**config.mk**
```make
export PLATFORM = sky130hd
export DESIGN_NAME = parking_gate_ctrl
export DESIGN_NICKNAME = d
export VERILOG_FILES = /design/src/rtl/parking_pkg.sv /design/src/rtl/gate_debounce.sv /design/src/rtl/parking_gate_ctrl.sv
export SDC_FILE = /design/constraint.sdc
export NUM_CORES = 1
export LEC_CHECK = 0
export CAP_MARGIN = 20
export CORE_ASPECT_RATIO = 0.75
export CORE_MARGIN = 1
export CORE_UTILIZATION = 48
export CTS_CLUSTER_DIAMETER = 30
export CTS_CLUSTER_SIZE = 25
export DETAILED_ROUTE_END_ITERATION = 16
export GPL_TIMING_DRIVEN = 0
export HOLD_SLACK_MARGIN = 0.1
export PLACE_DENSITY = 0.77
export SLEW_MARGIN = 20
export SYNTH_ARGS = -nofsm -noshare
export SYNTH_HDL_FRONTEND = slang
export SYNTH_SLANG_ARGS = --single-unit
export TNS_END_PERCENT = 30
```
**constraint.sdc**
```tcl
create_clock -name clk -period 2.2 [get_ports clk]
set_input_delay 0.44 -clock clk [delete_from_list [all_inputs] [get_ports clk]]
set_output_delay 0.44 -clock clk [all_outputs]
set_load 0.05 [all_outputs]
```
**src/rtl/parking_pkg.sv**
```systemverilog
// Shared definitions for the parking gate sequencer and the occupancy block.
package parking_pkg;

  typedef enum logic [2:0] {
    IDLE    = 3'd0,
    WAIT_ID = 3'd1,
    CHECK   = 3'd2,
    OPEN    = 3'd3,
    CLOSE   = 3'd4,
    REJECT  = 3'd5
  } gate_state_t;

  localparam int CYCLES_PER_MIN = 60;
  localparam int UNI_CAP        = 200;
  localparam int VISITOR_CAP    = 500;

  function automatic int minutes_to_cycles(input int minutes);
    return minutes * CYCLES_PER_MIN;
  endfunction

endpackage

```
**src/rtl/gate_debounce.sv**
```systemverilog
// Level debounce: hit is high on the DEBOUNCE-th consecutive enabled cycle with level high.
module gate_debounce #(
  parameter int DEBOUNCE = 4
) (
  input  logic clk,
  input  logic rst_n,
  input  logic en,
  input  logic level,
  output logic hit
);

  localparam int CW = $clog2(DEBOUNCE + 1);

  logic [CW-1:0] cnt;

  // Run-length counter; any low or disabled cycle restarts it, saturates at DEBOUNCE.
  always_ff @(posedge clk or negedge rst_n) begin
    if (!rst_n) begin
      cnt <= '0;
    end else if (!en || !level) begin
      cnt <= '0;
    end else if (cnt != CW'(DEBOUNCE)) begin
      cnt <= cnt + CW'(1);
    end
  end

  assign hit = en && level && (cnt == CW'(DEBOUNCE - 1));

endmodule

```
**src/rtl/parking_gate_ctrl.sv**
```systemverilog
// Gate-side sequencer: debounce arrival, wait for permit, check vacancy,
// drive the barrier and emit one event pulse per vehicle that clears it.
//
// state   | meaning
// IDLE    | barrier closed, waiting for a stable vehicle presence
// WAIT_ID | vehicle present, waiting for a permit read
// CHECK   | one cycle: vacancy decision (skipped on exit gates)
// OPEN    | barrier up, waiting for the vehicle to cross the pass loop
// CLOSE   | barrier down, hold-off before accepting a new vehicle
// REJECT  | reject lamp lit until hold time elapsed and vehicle gone
module parking_gate_ctrl
  import parking_pkg::*;
#(
  parameter bit EXIT_GATE    = 1'b0,
  parameter int DEBOUNCE     = 4,
  parameter int ID_TIMEOUT   = minutes_to_cycles(20),
  parameter int PASS_TIMEOUT = 600,
  parameter int CLOSE_HOLD   = 8,
  parameter int REJECT_HOLD  = 16
) (
  input  logic       clk,
  input  logic       rst_n,
  input  logic       car_detect,
  input  logic       pass_sensor,
  input  logic       card_valid,
  input  logic       is_uni_card,
  input  logic       uni_is_vacated_space,
  input  logic       is_vacated_space,
  output logic       barrier_open,
  output logic       reject_lamp,
  output logic       car_event,
  output logic       is_uni_event,
  output logic       abort_pulse,
  output logic [2:0] state_dbg
);

  localparam int IW  = $clog2(ID_TIMEOUT + 1);
  localparam int PW  = $clog2(PASS_TIMEOUT + 1);
  localparam int CHW = $clog2(CLOSE_HOLD + 1);
  localparam int RW  = $clog2(REJECT_HOLD + 1);

  gate_state_t    st;
  logic           cls_q;
  logic           seen_q;
  logic [IW-1:0]  id_cnt;
  logic [PW-1:0]  pass_cnt;
  logic [CHW-1:0] close_cnt;
  logic [RW-1:0]  rej_cnt;
  logic           det_hit;
  logic           leave_hit;

  gate_debounce #(.DEBOUNCE(DEBOUNCE)) u_arrive (
    .clk   (clk),
    .rst_n (rst_n),
    .en    (st == IDLE),
    .level (car_detect),
    .hit   (det_hit)
  );

  gate_debounce #(.DEBOUNCE(DEBOUNCE)) u_leave (
    .clk   (clk),
    .rst_n (rst_n),
    .en    (st == WAIT_ID),
    .level (!car_detect),
    .hit   (leave_hit)
  );

  // Sequencer with registered outputs; pulses default low every cycle.
  always_ff @(posedge clk or negedge rst_n) begin
    if (!rst_n) begin
      st           <= IDLE;
      cls_q        <= 1'b0;
      seen_q       <= 1'b0;
      id_cnt       <= '0;
      pass_cnt     <= '0;
      close_cnt    <= '0;
      rej_cnt      <= '0;
      barrier_open <= 1'b0;
      reject_lamp  <= 1'b0;
      car_event    <= 1'b0;
      is_uni_event <= 1'b0;
      abort_pulse  <= 1'b0;
    end else begin
      car_event    <= 1'b0;
      is_uni_event <= 1'b0;
      abort_pulse  <= 1'b0;
      case (st)
        IDLE: begin
          if (det_hit) begin
            st     <= WAIT_ID;
            id_cnt <= '0;
          end
        end
        WAIT_ID: begin
          if (card_valid) begin
            cls_q <= is_uni_card;
            st    <= CHECK;
          end else if (leave_hit) begin
            st <= IDLE;
          end else if (id_cnt == IW'(ID_TIMEOUT - 1)) begin
            st          <= REJECT;
            abort_pulse <= 1'b1;
            reject_lamp <= 1'b1;
            rej_cnt     <= '0;
          end else begin
            id_cnt <= id_cnt + IW'(1);
          end
        end
        CHECK: begin
          if (EXIT_GATE || (cls_q ? uni_is_vacated_space : is_vacated_space)) begin
            st           <= OPEN;
            barrier_open <= 1'b1;
            pass_cnt     <= '0;
            seen_q       <= 1'b0;
          end else begin
            st          <= REJECT;
            reject_lamp <= 1'b1;
            rej_cnt     <= '0;
          end
        end
        OPEN: begin
          if (pass_sensor) begin
            seen_q <= 1'b1;
          end
          // A vehicle still over the loop at timeout keeps the barrier up.
          if (seen_q && !pass_sensor) begin
            car_event    <= 1'b1;
            is_uni_event <= cls_q;
            st           <= CLOSE;
            barrier_open <= 1'b0;
            close_cnt    <= '0;
          end else if (!pass_sensor && (pass_cnt >= PW'(PASS_TIMEOUT - 1))) begin
            abort_pulse  <= 1'b1;
            st           <= CLOSE;
            barrier_open <= 1'b0;
            close_cnt    <= '0;
          end
          if (pass_cnt != PW'(PASS_TIMEOUT)) begin
            pass_cnt <= pass_cnt + PW'(1);
          end
        end
        CLOSE: begin
          if (close_cnt == CHW'(CLOSE_HOLD - 1)) begin
            st <= IDLE;
          end else begin
            close_cnt <= close_cnt + CHW'(1);
          end
        end
        REJECT: begin
          if ((rej_cnt >= RW'(REJECT_HOLD - 1)) && !car_detect) begin
            st          <= IDLE;
            reject_lamp <= 1'b0;
          end
          if (rej_cnt != RW'(REJECT_HOLD)) begin
            rej_cnt <= rej_cnt + RW'(1);
          end
        end
        default: begin
          st           <= IDLE;
          barrier_open <= 1'b0;
          reject_lamp  <= 1'b0;
        end
      endcase
    end
  end

  assign state_dbg = st;

endmodule
```
After elaboration in Yosys (flattened, before gate mapping)
Index checks and enable logic that the tools add are counted.
{"block": "classes", "n_lt_le_gt_ge": 2, "mux": 56, "n_bitwise": 2, "n_eq_ne": 28, "reduce_logical": 31, "add_sub_neg": 6}
{"cell": "$mux W11", "count": 4}
{"cell": "$mux W3", "count": 13}
{"cell": "$ne A2 B2 Y1 const B", "count": 13}
{"cell": "$mux W5", "count": 5}
{"cell": "$pmux W11 S2", "count": 1}
{"cell": "$mux W1", "count": 20}
{"cell": "$mux W10", "count": 2}
{"cell": "$pmux W10 S2", "count": 1}
{"cell": "$pmux W3 S6", "count": 1}
{"cell": "$pmux W5 S3", "count": 1}
{"cell": "$eq A3 B2 Y1 const B", "count": 4}
{"cell": "$mux W4", "count": 3}
{"cell": "$reduce_and A3 Y1", "count": 4}
{"cell": "$reduce_and A6 Y1", "count": 2}
{"cell": "$add A11 B1 Y11 const B", "count": 1}
{"cell": "$eq A11 B11 Y1 const B", "count": 1}
{"cell": "$add A10 B1 Y10 const B", "count": 1}
{"cell": "$ge A10 B10 Y1 const B", "count": 1}
{"cell": "$ne A10 B10 Y1 const B", "count": 1}
{"cell": "$reduce_and A5 Y1", "count": 2}
{"cell": "$reduce_bool A2 Y1", "count": 5}
{"cell": "$ne A3 B3 Y1 const B", "count": 3}
{"cell": "$pmux W4 S2", "count": 1}
{"cell": "$logic_and A1 B1 Y1", "count": 7}
{"cell": "20 further kinds", "count": 28}
{"block": "totals", "regBits": 46, "inputBits": 8, "output_inout_bits": 8, "word_cells": 139}

Depth between registers and ports, before layout
Gate-level depths: netlist of run 1.
{"block": "logic_depth", "ltp_word": 6, "mapped_depth": 8, "mapped_depth_nobuf": 7}

Modules after synthesis
Synthesis of run 1 repeated with hierarchy kept, for this count alone.
{"block": "hier_totals", "hier_cells": 282, "area_unflattened_um2": 2643.8}
{"mod": "parking_gate_ctrl", "cells_each": 244, "seq_area_each_um2": 1001.0, "area_each_um2": 2275.9, "n_inst": 1}
{"mod": "gate_debounce", "cells_each": 19, "seq_area_each_um2": 75.1, "area_each_um2": 183.9, "n_inst": 2}

Worst setup path before layout of run 1
OpenSTA, ideal clock, no wires.
{"block": "synth_path", "path_type": "register to register", "startpoint": "reg st[0] (netlist: state_dbg[0])", "endpoint": "reg id_cnt[8]", "period_less_slack_ns": 2.025, "arrival_ns": 1.933, "stages_incl_launch_ff": 7, "required_time_ns": 2.108, "setup_time_ns": 0.092, "slack_ns": 0.175, "n_path_buf": 1, "path_cell_list": "dfrtp_1 > or3b_4 > or3_4 > nor2b_2 > buf_4 > nand2_2 > o31ai_2"}
{"block": "synth_via", "elab_chain_len": 5, "word_cells_on_any_way": 13, "cone_classes": "5 x eq/ne; 1 x mux; 7 x reduce/logical"}
{"element": "from (decl)", "line": "parking_gate_ctrl.sv:42", "rtl": "gate_state_t st;"}
{"element": "from (signal assigned)", "line": "parking_gate_ctrl.sv:71", "rtl": "st <= IDLE;"}
{"element": "from (signal assigned)", "line": "parking_gate_ctrl.sv:90", "rtl": "st <= WAIT_ID;"}
{"element": "from (signal assigned)", "line": "parking_gate_ctrl.sv:97", "rtl": "st <= CHECK;"}
{"element": "$eq A3 B1 Y1 or $logic_not A3 Y1 (tied branches)", "line": "parking_gate_ctrl.sv:63, parking_gate_ctrl.sv:87, parking_gate_ctrl.sv:55"}
{"element": "$logic_and A1 B1 Y1 (2 in series)", "line": "gate_debounce.sv:27", "rtl": "assign hit = en && level && (cnt == CW'(DEBOUNCE - 1));"}
{"element": "$ne A2 B2 Y1 (no source line)"}
{"element": "$reduce_and A5 Y1 (no source line)"}
{"element": "to (signal assigned)", "line": "parking_gate_ctrl.sv:106", "rtl": "id_cnt <= id_cnt + IW'(1);"}
{"element": "to (decl)", "line": "parking_gate_ctrl.sv:45", "rtl": "logic [IW-1:0] id_cnt;"}
Several ways; a longest one is shown, not always the timed one.
A chain may end at the register's enable or synchronous reset.

Worst setup path in the final report of run 1
{"block": "layout_path", "startpoint": "reg id_cnt[0]", "endpoint": "reg rej_cnt[1]"}
{"block": "layout_via", "elab_chain_len": 3}
{"element": "$eq A11 B11 Y1", "line": "parking_gate_ctrl.sv:100", "rtl": "end else if (id_cnt == IW'(ID_TIMEOUT - 1)) begin"}
{"element": "$ne A2 B2 Y1 (no source line)"}
{"element": "$reduce_and A6 Y1 (no source line)"}
{"element": "to (signal assigned)", "line": "parking_gate_ctrl.sv:155", "rtl": "rej_cnt <= rej_cnt + RW'(1);"}
{"element": "to (decl)", "line": "parking_gate_ctrl.sv:48", "rtl": "logic [RW-1:0] rej_cnt;"}
Every way passes these cells.

==> results_tabular.tex, run 1 <==
\begin{tabular}{lr}
\hline
Metric & Value \\
\hline
\multicolumn{2}{l}{\textbf{Routing}} \\
\quad Detail-routed via count per cell & 5.687 \\
\quad Number of violations reported at the end of detailed-routing iteration 0 & 153 \\
\quad Routed WL per cell & about 14 um \\
\quad TritonRoute pass-1 iters & 4 \\
\quad Routed Wire Length & 5298 um \\
\quad Number of vias after detailed routing & roughly 2100 \\
\quad Antenna Nets Post-Route & 0 \\
\quad Remaining DRCs & 0 \\
\multicolumn{2}{l}{\textbf{Clock tree}} \\
\quad Total of cells resized after clock tree synthesis & 0 \\
\quad TritonCTS clock tree & built \\
\quad Clk root buf & clkbuf\_8 \\
\quad Number of clock sinks & between 40 and 50 \\
\quad Max H-tree Level & 2 \\
\quad Cts bufs inserted & 5 \\
\quad Buffers from clock root to sink, at most & 2 \\
\quad Hold buffer count at CTS & 0 \\
\quad Post-CTS setup buffers & 0 \\
\quad Clock latency reported for the late side of the worst-skew pair & approximately 290 ps \\
\quad Clock input transition at the sequential cells of the worst setup and hold paths & 80 ps \\
\multicolumn{2}{l}{\textbf{Critical path}} \\
\quad CP Launch Type & flop \\
\quad Worst r2r src & id\_cnt[0]\$\_DFFE\_PN0P\_ \\
\quad FF-to-FF path depth & 6 \\
\quad Origin of the worst setup path & id\_cnt[0]\$\_DFFE\_PN0P\_ \\
\quad Setup Crit Path Kind & flop to flop \\
\quad Worst setup EP type & flop \\
\quad WP data arrival & 2270 ps \\
\quad Critical path data required time & 2380 ps \\
\quad Maximum fanout encountered on the critical timing path & 5 \\
\multicolumn{2}{l}{\textbf{Synth}} \\
\quad Most frequent cell after synthesis & dfrtp\_1 \\
\quad Largest area contributor in the netlist & dfrtp\_1 \\
\quad Average cell area after synthesis & 9.538 um2 \\
\quad Prevailing post-synth register cell & dfrtp\_1 \\
\quad Largest cells by area after synthesis & dfrtp\_1 44\%, ha\_1 6.2\%, o21ai\_1 3.8\%, nand2\_1 3.0\%, nor2\_1 2.7\% \\
\quad Gate count after technology mapping & 276 \\
\quad Fraction of synthesized cell area taken by the top area cell type & 0.4373 \\
\quad Async S/R FF share, synth & 1.000 \\
\quad Synth top cells by count & 46 x dfrtp\_1, 21 x nand2\_1, 20 x o21ai\_1, 19 x nor2\_1, 18 x inv\_1 \\
\quad Number of distinct library cell variants in the gate-level netlist after synthesis & 58 \\
\quad Number of warning messages in the yosys log & 0 \\
\quad Post-synthesis sequential area ratio & 0.4373 \\
\quad Number of nets produced by synthesis & 297 \\
\quad Post-Synthesis Cell Area & about 0.0026 mm2 \\
\quad Number of flops mapped to enable cells by yosys & 0 \\
\quad Register bit count reported by yosys & 46 \\
\multicolumn{2}{l}{\textbf{STA}} \\
\quad Ratio of final minimum period to clock period & 0.9513 \\
\quad Setup clock skew after layout & about 6.2 ps \\
\quad Number of max-slew violations in the final report & 0 \\
\quad Transition time at the pin with the least slew margin & 647.2 ps \\
\quad Post-route minimum period & 2093 ps \\
\quad Number of failing hold endpoints at the final stage & 0 \\
\quad Endpoints failing setup & 0 \\
\quad Worst relative slew slack & 0.5685 \\
\quad Highest attainable clock frequency & roughly 0.48 GHz \\
\quad RSZ-0062 raised after global routing & no \\
\multicolumn{2}{l}{\textbf{Layout}} \\
\quad Final Non-Filler Cells & 371 \\
\quad Antenna fix cells & 0 \\
\quad Area Overhead vs Synth & 13.59\% \\
\quad Post-layout nets & 319 \\
\quad Fill cell total of the finished layout & 454 \\
\quad Fraction of layout instances using a drive strength above 1 & 0.1003 \\
\multicolumn{2}{l}{\textbf{Die}} \\
\quad Vertical die dimension & approximately 66 um \\
\quad Starting utilization of the core area & 0.5170 \\
\quad Total number of placement rows & 22 \\
\quad I/O pin count & 16 \\
\quad Floorplan die area & 0.005788 mm2 \\
\quad Horizontal die dimension & roughly 88 um \\
\quad Placeable core region & 0.005092 mm2 \\
\multicolumn{2}{l}{\textbf{Placed design}} \\
\quad HPWL reported at the end of detailed placement & 3958 um \\
\quad Gpl congestion & approximately 0.84 \\
\quad Input/output buffers & 14 \\
\quad Cell count after placement & approximately 360 \\
\multicolumn{2}{l}{\textbf{Pwr}} \\
\quad Total leakage power & 1.300 nW \\
\quad Pwr Density & slightly below 1000 mW/mm2 \\
\quad Largest vdd supply drop & 448.7 uV \\
\quad Total power & 2.958 mW \\
\multicolumn{2}{l}{\textbf{GRT}} \\
\quad Antenna violations before repair & 0 \\
\quad Largest net degree at the start of global routing & 29 \\
\quad Gr usage total & 0.2039 \\
\quad Via count of the first global-routing pass & 1987 \\
\quad Global-route wire length before repair & 9087 um \\
\quad Global-route congestion overflow total & 0 \\
\multicolumn{2}{l}{\textbf{Run}} \\
\quad Reported max-cap violation count & 0 \\
\multicolumn{2}{l}{\textbf{Status}} \\
\quad Result of the run & finished, final reports clean \\
\multicolumn{2}{l}{\textbf{Hold path}} \\
\quad Hold crit path type & primary input to async pin \\
\hline
\end{tabular}
## through the flow
step | TNS (ps) | hold slack, ps | utilization | worst slack [ps] | instance area, um2
after global placement | -30120 | 445.0 | 0.5622 | -653.6 | 2863
final | 0 | 163.5 | 0.5872 | 107.1 | 2990
after global routing | 0 | 213.6 | 0.5872 | 0.5453 | 2990
after floorplan | 0 | 144.4 | - | 175.4 | 2633
after detailed placement | -242.8 | 449.6 | 0.5666 | -120.2 | 2885
after CTS | 0 | 189.7 | 0.5845 | 77.05 | 2977
## routing by layer
metal  share of wire  vias up  GRT usage  routed length [um]
li1                -     1044          -                   -
met1            0.52     1011     0.3018                2773
met2            0.43       49     0.3076                2263
met3           0.042        6    0.04494                 222
met4          0.0072        0    0.03689                  38
met5               0        -          0                   0
## power by group
part | switching (mW) | leakage (nW) | total [mW] | internal [mW]
Clock | 0.267 | 0.0482 | 0.521 | 0.254
Combinational | 0.784 | 0.633 | 1.28 | 0.497
Sequential | 0.153 | 0.619 | 1.16 | 1.00
## worst max-delay path, cell delays in order (launching register included)
cell and delay (ps):
dfrtp_1 400, ha_1 220, and3_1 300, nand4_4 170
o31ai_2 260, nand3b_1 250, mux2_1 370
## registers in the layout, summed over array words and instances (netlist names)
| register | flops |
|---|---|
| abort_pulse | 1 |
| barrier_open | 1 |
| car_event | 1 |
| close_cnt | 4 |
| cls_q | 1 |
| id_cnt | 11 |
| is_uni_event | 1 |
| pass_cnt | 10 |
| rej_cnt | 5 |
| reject_lamp | 1 |
| seen_q | 1 |
| state_dbg | 3 |
| u_arrive.cnt | 3 |
| u_leave.cnt | 3 |
## final timing paths
path | to | slack (ps)
max | rej_cnt[1]$_DFFE_PN0P_ | 110
min | u_leave.cnt[0]$_DFFE_PN0P_ | 160
max reg2reg | rej_cnt[1]$_DFFE_PN0P_ | 110
min reg2reg | close_cnt[3]$_DFFE_PN0P_ | 460
max in group asynchronous | close_cnt[2]$_DFFE_PN0P_ | 1510
min in group clk | close_cnt[3]$_DFFE_PN0P_ | 460
## final cells by class
type | count | area, um2 | share of cell area
multi-input combinational | 202 | 1380 | 0.4615
sequential | 46 | 1151 | 0.3849
timing repair buffer | 15 | 162.7 | 0.05439
tap | 72 | 90.09 | 0.03013
clock buffer | 7 | 86.33 | 0.02887
inverter | 19 | 71.32 | 0.02385
buffer | 9 | 43.79 | 0.01464
clock inverter | 1 | 5.005 | 0.001674
## cell families after synthesis
group	after synthesis	synth area share
flip-flops	46	0.4373
adder cells (fa/ha/maj)	13	0.06179
AND/OR/NAND/NOR	98	0.2101
AO/OA/AOI/OAI	74	0.1844
multiplexers	8	0.03279
XOR/XNOR	9	0.02994
buffers and inverters	28	0.04372
## cell usage in the layout (no fill, tap or decap), types with 9 or more instances in the layout
cell type / Yosys / routed
o21ai_0: 9 / 9
nand3_1: 13 / 13
nand2_1: 21 / 21
nor2_1: 19 / 19
clkdlybuf4s50_1: 0 / 13
inv_1: 18 / 18
dfrtp_1: 46 / 46
o21ai_1: 20 / 20
a21oi_1: 10 / 10
ha_1: 13 / 13
(Power assumes the default switching activity.)
==> run 2, diff against run 1 <==
--- a/config.mk
+++ b/config.mk
@@ -5,6 +5,7 @@
 export SDC_FILE = /design/constraint.sdc
 export NUM_CORES = 1
 export LEC_CHECK = 0
+export ABC_CLOCK_PERIOD_IN_PS = 2000
 export CAP_MARGIN = 20
 export CORE_ASPECT_RATIO = 0.75
 export CORE_MARGIN = 1
==> constraint.sdc (replaced) <==
create_clock -name clk -period 2 [get_ports clk]
set_input_delay 0.4 -clock clk [delete_from_list [all_inputs] [get_ports clk]]
set_output_delay 0.4 -clock clk [all_outputs]
set_load 0.05 [all_outputs]
==> results_tabular.tex, run 2 (synthesized netlist as in run 1, its figures left out) <==
\begin{tabular}{lr}
\hline
Metric & Value \\
\hline
\multicolumn{2}{l}{\textbf{Status}} \\
\quad Result of the run & finished, final reports clean \\
\multicolumn{2}{l}{\textbf{Critical path}} \\
\quad Worst reg2reg endpoint & reject\_lamp\$\_DFFE\_PN0P\_ \\
\quad Worst r2r src & rej\_cnt[0]\$\_DFFE\_PN0P\_ \\
\quad R2r setup slk & 70 ps (-40 ps) \\
\quad Cell Chain, Critical Path & clkdlybuf4s50\_1 \\
\quad Setup Crit Path Kind & flop to output port \\
\quad Max stage delay on crit path & 820 ps (+420 ps) \\
\quad Worst setup EP type & output port \\
\quad FF-to-FF path depth & 7 (+1) \\
\quad WP data arrival & 1540 ps (-730 ps) \\
\quad Critical path data required time & 1600 ps (-780 ps) \\
\quad Slowest cell on the critical path & clkdlybuf4s50\_1 \\
\quad CP Launch Type & flop \\
\quad Largest delay contributor family on the critical path & buffers and inverters \\
\quad Maximum fanout encountered on the critical timing path & 6 (+1) \\
\quad Worst path buffer plus inverter count & 1 (+1) \\
\multicolumn{2}{l}{\textbf{STA}} \\
\quad Worst relative slew slack & 0.6013 (+0.03273) \\
\quad Ratio of final minimum period to clock period & 0.9721 \\
\quad Post-route minimum period & approximately 1900 ps \\
\quad Worst Hold Slack & 85.60 ps (-77.94 ps) \\
\quad RSZ-0062 raised after global routing & yes \\
\quad Endpoints failing setup & 0 (unchanged) \\
\quad Setup TNS after final layout & 0 ps (unchanged) \\
\quad Number of max-slew violations in the final report & 0 (unchanged) \\
\quad Number of failing hold endpoints at the final stage & 0 (unchanged) \\
\quad Transition time at the pin with the least slew margin & 598.1 ps (-49.10 ps) \\
\quad Highest attainable clock frequency & 0.5143 GHz \\
\quad Setup clock skew after layout & 12.08 ps (+5.833 ps) \\
\multicolumn{2}{l}{\textbf{GRT}} \\
\quad Largest net degree at the start of global routing & 25 (-14\%) \\
\quad Antenna violations before repair & 0 (unchanged) \\
\quad Via count of the first global-routing pass & 2021 (+1.7\%) \\
\quad Gr usage total & 0.2106 (+0.006701) \\
\quad Global-route wire length before repair & 9308 um (+2.4\%) \\
\quad Global-route congestion overflow total & 0 (unchanged) \\
\multicolumn{2}{l}{\textbf{Clock tree}} \\
\quad TritonCTS clock tree & built \\
\quad Number of clock sinks & 46 (unchanged) \\
\quad Max H-tree Level & 2 (unchanged) \\
\quad Clk root buf & clkbuf\_8 \\
\quad Clock latency reported for the late side of the worst-skew pair & 310 ps (+20 ps) \\
\quad Clock input transition at the sequential cells of the worst setup and hold paths & 90 ps (about the same) \\
\quad Cts bufs inserted & 5 (unchanged) \\
\quad Buffers from clock root to sink, at most & 2 (unchanged) \\
\multicolumn{2}{l}{\textbf{Die}} \\
\quad Horizontal die dimension & 87.52 um (unchanged) \\
\quad I/O pin count & 16 (unchanged) \\
\quad Vertical die dimension & 66.14 um (unchanged) \\
\quad Starting utilization of the core area & 0.5170 (unchanged) \\
\quad Placeable core region & 0.005092 mm2 (unchanged) \\
\quad Floorplan die area & 0.005788 mm2 (unchanged) \\
\quad Total number of placement rows & 22 (unchanged) \\
\multicolumn{2}{l}{\textbf{Pwr}} \\
\quad Largest vdd supply drop & 508.6 uV (+13\%) \\
\quad Total leakage power & 1.355 nW (+4.2\%) \\
\quad Pwr Density & 1110 mW/mm2 (+12\%) \\
\multicolumn{2}{l}{\textbf{Layout}} \\
\quad Fraction of layout instances using a drive strength above 1 & 0.1678 (+0.06743) \\
\quad Register ranked first by flip-flop count & id\_cnt \\
\quad Utilization after layout & 0.6152 (+0.02801) \\
\quad Largest registers & id\_cnt (11), pass\_cnt (10), rej\_cnt (5) \\
\quad Highest-count cells in the layout ignoring fill and taps & 43 x dfrtp\_1, 21 x nand2\_1, 20 x o21ai\_1 \\
\quad Largest register FFs & 11 (unchanged) \\
\quad Post-route cell area & 0.003133 mm2 (+4.8\%) \\
\quad Antenna fix cells & 0 (unchanged) \\
\quad Most frequent standard cell in the layout excluding fill and tap cells & dfrtp\_1 \\
\quad Final Non-Filler Cells & 376 (+1.3\%) \\
\quad Post-layout nets & 324 (+1.6\%) \\
\quad Area Overhead vs Synth & 19.01\% \\
\multicolumn{2}{l}{\textbf{Placed design}} \\
\quad Input/output buffers & 14 (unchanged) \\
\quad Gpl congestion & 0.8079 (-4.1\%) \\
\quad Total placed instance area & 0.002887 mm2 (about the same) \\
\quad Cell count after placement & 363 (unchanged) \\
\quad HPWL reported at the end of detailed placement & 3947 um (-0.28\%) \\
\multicolumn{2}{l}{\textbf{Run}} \\
\quad Reported max-cap violation count & 0 (unchanged) \\
\multicolumn{2}{l}{\textbf{Routing}} \\
\quad Routed Wire Length & 5468 um (+3.2\%) \\
\quad Number of violations reported at the end of detailed-routing iteration 0 & 128 (-16\%) \\
\quad Antenna Nets Post-Route & 0 (unchanged) \\
\quad Number of vias after detailed routing & 2094 (-0.76\%) \\
\quad Routed WL per cell & 14.54 um (+1.8\%) \\
\quad TritonRoute pass-1 iters & 4 (unchanged) \\
\quad Detail-routed via count per cell & 5.569 (-2.1\%) \\
\quad Remaining DRCs & 0 (unchanged) \\
\multicolumn{2}{l}{\textbf{Hold path}} \\
\quad Hold crit path type & primary input to async pin \\
\hline
\end{tabular}
==> run 2: cell count changes in the layout (fill, tap and decap cells not counted), sizes merged <==
cell           delta
dlymetal6s2s      +1
inv               +1
buf               +5
bufinv            +1
clkdlybuf4s50     -1
clkbuf            -2
==> run 2: timing repair <==
item,4_1_cts,5_1_grt
buffers inserted,1,4
resized for setup,6,17
hold buffers,0,0
hold endpoints to repair,0,0
pin swaps,2,3
setup endpoints to repair,13,19
==> run 2: power by group <==
group | switching (mW) | internal (mW)
Sequential | 0.170 | 1.11
Clock | 0.333 | 0.375
Combinational | 0.892 | 0.601
==> run 2: final cells by class <==
| cell class | instances | area (um2) |
|---|---|---|
| well taps | 72 | 90.09 |
| clock buffers | 5 | 68.82 |
| inverters | 19 | 71.32 |
| clock inverters | 3 | 43.79 |
| repair buffers | 20 | 202.7 |
| flip-flops and latches | 46 | 1155 |
| plain buffers | 9 | 45.04 |
| fillers | 436 | 1959 |
| multi-input cells | 202 | 1456 |
==> run 2: stage by stage <==
| stage | total power, mW | worst slack (ps) |
|---|---|---|
| 5_1_grt | 3.708 | -26.15 |
| 4_1_cts | 3.412 | 13.40 |
| 6_report | 3.477 | 55.76 |
| 3_3_place_gp | 2.624 | -962.7 |
| 2_1_floorplan | 2.289 | 17.51 |
| 3_5_place_dp | 2.671 | -301.2 |
==> run 2: worst max path at each step <==
stage,from,to,cells after the start
floorplan,state_dbg[1]$_DFFE_PN0P_,rej_cnt[1]$_DFFE_PN0P_,5
global placement,rst_n,state_dbg[0]$_DFFE_PN0P_,1
detailed placement,pass_sensor,close_cnt[3]$_DFFE_PN0P_,6
CTS,id_cnt[1]$_DFFE_PN0P_,rej_cnt[1]$_DFFE_PN0P_,6
global route,state_dbg[1]$_DFFE_PN0P_,pass_cnt[2]$_DFFE_PN0P_,6
finish,state_dbg[0]$_DFFE_PN0P_,state_dbg[0],1
==> run 2: per-layer routing <==
metal | routed length, um | global-route usage
met2 | 2281 | 0.3066
met4 | 68 | 0.07992
met5 | 0 | 0
met1 | 2924 | 0.3092
met3 | 193 | 0.03870
==> run 3, diff against run 2 <==
--- a/config.mk
+++ b/config.mk
@@ -7,15 +7,17 @@
 export LEC_CHECK = 0
 export ABC_CLOCK_PERIOD_IN_PS = 2000
 export CAP_MARGIN = 20
+export CELL_PAD_IN_SITES_DETAIL_PLACEMENT = 0
+export CELL_PAD_IN_SITES_GLOBAL_PLACEMENT = 1
 export CORE_ASPECT_RATIO = 0.75
 export CORE_MARGIN = 1
-export CORE_UTILIZATION = 48
+export CORE_UTILIZATION = 46
 export CTS_CLUSTER_DIAMETER = 30
 export CTS_CLUSTER_SIZE = 25
 export DETAILED_ROUTE_END_ITERATION = 16
 export GPL_TIMING_DRIVEN = 0
 export HOLD_SLACK_MARGIN = 0.1
-export PLACE_DENSITY = 0.77
+export PLACE_DENSITY = 0.89
 export SLEW_MARGIN = 20
 export SYNTH_ARGS = -nofsm -noshare
 export SYNTH_HDL_FRONTEND = slang
==> results_tabular.tex, run 3 (synthesized netlist as in run 1, its figures left out) <==
\begin{tabular}{lr}
\hline
Metric & Value \\
\hline
\multicolumn{2}{l}{\textbf{Routing}} \\
\quad Number of vias after detailed routing & 2163 (+3.3\%) \\
\quad Number of violations reported at the end of detailed-routing iteration 0 & 128 (unchanged) \\
\quad Antenna Nets Post-Route & 0 (unchanged) \\
\quad Remaining DRCs & 0 (unchanged) \\
\quad Detail-routed via count per cell & 5.604 (+0.62\%) \\
\quad Routed WL per cell & 14.99 um (+3.1\%) \\
\quad Routed Wire Length & 5787 um (+5.8\%) \\
\quad TritonRoute pass-1 iters & 4 (unchanged) \\
\multicolumn{2}{l}{\textbf{Critical path}} \\
\quad Maximum fanout encountered on the critical timing path & 5 (-1) \\
\quad Worst setup EP type & flop \\
\quad WP data arrival & 2150 ps (+610 ps) \\
\quad Slowest cell on the critical path & dfrtp\_1 \\
\quad Worst path buffer plus inverter count & 0 (-1) \\
\quad Setup Crit Path Kind & flop to flop \\
\quad Largest delay contributor family on the critical path & simple AND/OR/NAND/NOR gates \\
\quad Max stage delay on crit path & 380 ps (-440 ps) \\
\quad Cell Chain, Critical Path & ha\_2 > and3\_4 > nand4\_4 > o31ai\_4 > nand3b\_1 > mux2\_4 \\
\quad CP Launch Type & flop \\
\quad Critical path data required time & 2180 ps (+580 ps) \\
\multicolumn{2}{l}{\textbf{Die}} \\
\quad Placeable core region & 0.005439 mm2 (+6.8\%) \\
\quad Horizontal die dimension & 89.35 um (+2.1\%) \\
\quad Total number of placement rows & 23 (+4.5\%) \\
\quad Starting utilization of the core area & 0.4840 (-0.03294) \\
\quad I/O pin count & 16 (unchanged) \\
\quad Vertical die dimension & 67.52 um (+2.1\%) \\
\quad Floorplan die area & 0.006032 mm2 (+4.2\%) \\
\multicolumn{2}{l}{\textbf{GRT}} \\
\quad Via count of the first global-routing pass & 1996 (-1.2\%) \\
\quad Global-route wire length before repair & 9742 um (+4.7\%) \\
\quad Largest net degree at the start of global routing & 31 (+24\%) \\
\quad Antenna violations before repair & 0 (unchanged) \\
\quad Gr usage total & 0.2148 (+0.004208) \\
\quad Global-route congestion overflow total & 0 (unchanged) \\
\multicolumn{2}{l}{\textbf{Layout}} \\
\quad Area Overhead vs Synth & 20.91\% \\
\quad Largest registers & id\_cnt (11), pass\_cnt (10), rej\_cnt (5) \\
\quad Highest-count cells in the layout ignoring fill and taps & 44 x dfrtp\_1, 21 x nand2\_1, 20 x o21ai\_1 \\
\quad Final Non-Filler Cells & 386 (+2.7\%) \\
\quad Fill cell total of the finished layout & 475 (+8.9\%) \\
\quad Largest register FFs & 11 (unchanged) \\
\quad Antenna fix cells & 0 (unchanged) \\
\quad Post-layout nets & 331 (+2.2\%) \\
\quad Post-route cell area & 0.003183 mm2 (+1.6\%) \\
\quad Fraction of layout instances using a drive strength above 1 & 0.1801 (+0.01230) \\
\quad Most frequent standard cell in the layout excluding fill and tap cells & dfrtp\_1 \\
\quad Register ranked first by flip-flop count & id\_cnt \\
\multicolumn{2}{l}{\textbf{STA}} \\
\quad Ratio of final minimum period to clock period & 0.9833 (+0.01114) \\
\quad Setup clock skew after layout & 6.775 ps (-5.304 ps) \\
\quad Highest attainable clock frequency & 0.5085 GHz (-1.1\%) \\
\quad Transition time at the pin with the least slew margin & 503.7 ps (-94.41 ps) \\
\quad Post-route minimum period & 1967 ps (+22.29 ps) \\
\quad Number of failing hold endpoints at the final stage & 0 (unchanged) \\
\quad Worst relative slew slack & 0.6642 (+0.06294) \\
\quad Worst Hold Slack & 456.9 ps (+371.3 ps) \\
\quad RSZ-0062 raised after global routing & yes \\
\quad Setup TNS after final layout & 0 ps (unchanged) \\
\quad Number of max-slew violations in the final report & 0 (unchanged) \\
\quad Endpoints failing setup & 0 (unchanged) \\
\multicolumn{2}{l}{\textbf{Pwr}} \\
\quad Power dissipated by switching net loads & 1.406 mW (+0.86\%) \\
\quad Pwr Density & 1106 mW/mm2 (-0.29\%) \\
\quad Power share of the sequential group & 0.360 (-0.007) \\
\quad Internal Dissipation & 2.116 mW (+1.6\%) \\
\quad Total leakage power & 1.371 nW (+1.2\%) \\
\quad Gate power share & 0.454 (+0.025) \\
\quad Largest vdd supply drop & 553.4 uV (+8.8\%) \\
\quad Clock group share of total power & 0.186 (-0.017) \\
\quad Switching fraction of total power & 0.3992 (-0.001758) \\
\multicolumn{2}{l}{\textbf{Status}} \\
\quad Result of the run & finished, final reports clean \\
\multicolumn{2}{l}{\textbf{Clock tree}} \\
\quad Cts bufs inserted & 5 (unchanged) \\
\quad Clock input transition at the sequential cells of the worst setup and hold paths & 80 ps (about the same) \\
\quad TritonCTS clock tree & built \\
\quad Clk root buf & clkbuf\_8 \\
\quad Max H-tree Level & 2 (unchanged) \\
\quad Buffers from clock root to sink, at most & 2 (unchanged) \\
\quad Clock latency reported for the late side of the worst-skew pair & 300 ps (about the same) \\
\quad Number of clock sinks & 46 (unchanged) \\
\multicolumn{2}{l}{\textbf{Placed design}} \\
\quad Input/output buffers & 14 (unchanged) \\
\quad Total placed instance area & 0.002883 mm2 (-0.13\%) \\
\quad HPWL reported at the end of detailed placement & 4072 um (+3.2\%) \\
\quad Cell count after placement & 366 (+0.83\%) \\
\quad Gpl congestion & 0.7858 (-2.7\%) \\
\multicolumn{2}{l}{\textbf{Run}} \\
\quad Reported max-cap violation count & 0 (unchanged) \\
\multicolumn{2}{l}{\textbf{Hold path}} \\
\quad Hold crit path type & flop to flop \\
\hline
\end{tabular}
## run 3: changes by cell type in the layout (fill, tap and decap cells not counted), sizes merged
cell           delta
dlygate4sd3       +1
buf               +5
clkbuf            +4
clkdlybuf4s50     +1
dlymetal6s2s      -1
clkinv            -1
inv               -1
bufinv            -1
## run 3: metal layers
layer | up-vias | global-route usage | part of all wire
met1 | 1062 | 0.3297 | 0.54
met3 | 7 | 0.03667 | 0.023
met5 | - | 0 | 0
li1 | 1070 | - | -
met2 | 24 | 0.3139 | 0.43
met4 | 0 | 0.04960 | 0.0073
## run 3: path summary, 6_finish.rpt
path                                     startpoint                        to  slack (ps)  depth (start not counted)
setup / recovery              id_cnt[0]$_DFFE_PN0P_    rej_cnt[1]$_DFFE_PN0P_          30                          6
hold / removal             close_cnt[3]$_DFFE_PN0P_  close_cnt[3]$_DFFE_PN0P_         460                          1
setup reg to reg              id_cnt[0]$_DFFE_PN0P_    rej_cnt[1]$_DFFE_PN0P_          30                          6
hold reg to reg            close_cnt[3]$_DFFE_PN0P_  close_cnt[3]$_DFFE_PN0P_         460                          1
max in group asynchronous                     rst_n     id_cnt[6]$_DFFE_PN0P_         940                          3
min in group asynchronous                     rst_n  close_cnt[2]$_DFFE_PN0P_         560                          2
## run 3: cell type report
| cell class | instances | area [um2] | area share |
|---|---|---|---|
| plain buffers | 9 | 51.30 | 0.01612 |
| clock buffers | 8 | 110.1 | 0.03459 |
| inverters | 19 | 71.32 | 0.02241 |
| multi-input cells | 202 | 1455 | 0.4572 |
| flip-flops and latches | 46 | 1154 | 0.3624 |
| well taps | 75 | 93.84 | 0.02948 |
| repair buffers | 27 | 247.7 | 0.07783 |
## run 3: power groups by stage
| stage | Combinational [mW] | Sequential [mW] | Clock (mW) |
|---|---|---|---|
| 2_1_floorplan | 0.891 | 1.40 | 0 |
| 3_3_place_gp | 1.37 | 1.28 | 0 |
| 3_5_place_dp | 1.41 | 1.29 | 0 |
| 4_1_cts | 1.47 | 1.27 | 0.674 |
| 5_1_grt | 1.77 | 1.29 | 0.702 |
| 6_report | 1.60 | 1.27 | 0.656 |
## run 3: repair_timing
item	4_1_cts	5_1_grt
gates resized for setup	6	17
endpoints found under the hold margin	16	0
setup buffers	2	9
hold buffers	1	0
setup endpoints to repair	15	22
pin swaps	2	4
## run 3: stage by stage
| stage | utilization | setup WS, ps | total power, mW |
|---|---|---|---|
| CTS | 0.5615 | 0.1077 | 3.415 |
| floorplan | - | 17.51 | 2.289 |
| detailed placement | 0.5300 | -272.8 | 2.695 |
| global placement | 0.5273 | -1003 | 2.650 |
| finish | 0.5852 | 33.47 | 3.522 |
| global route | 0.5852 | -45.82 | 3.763 |
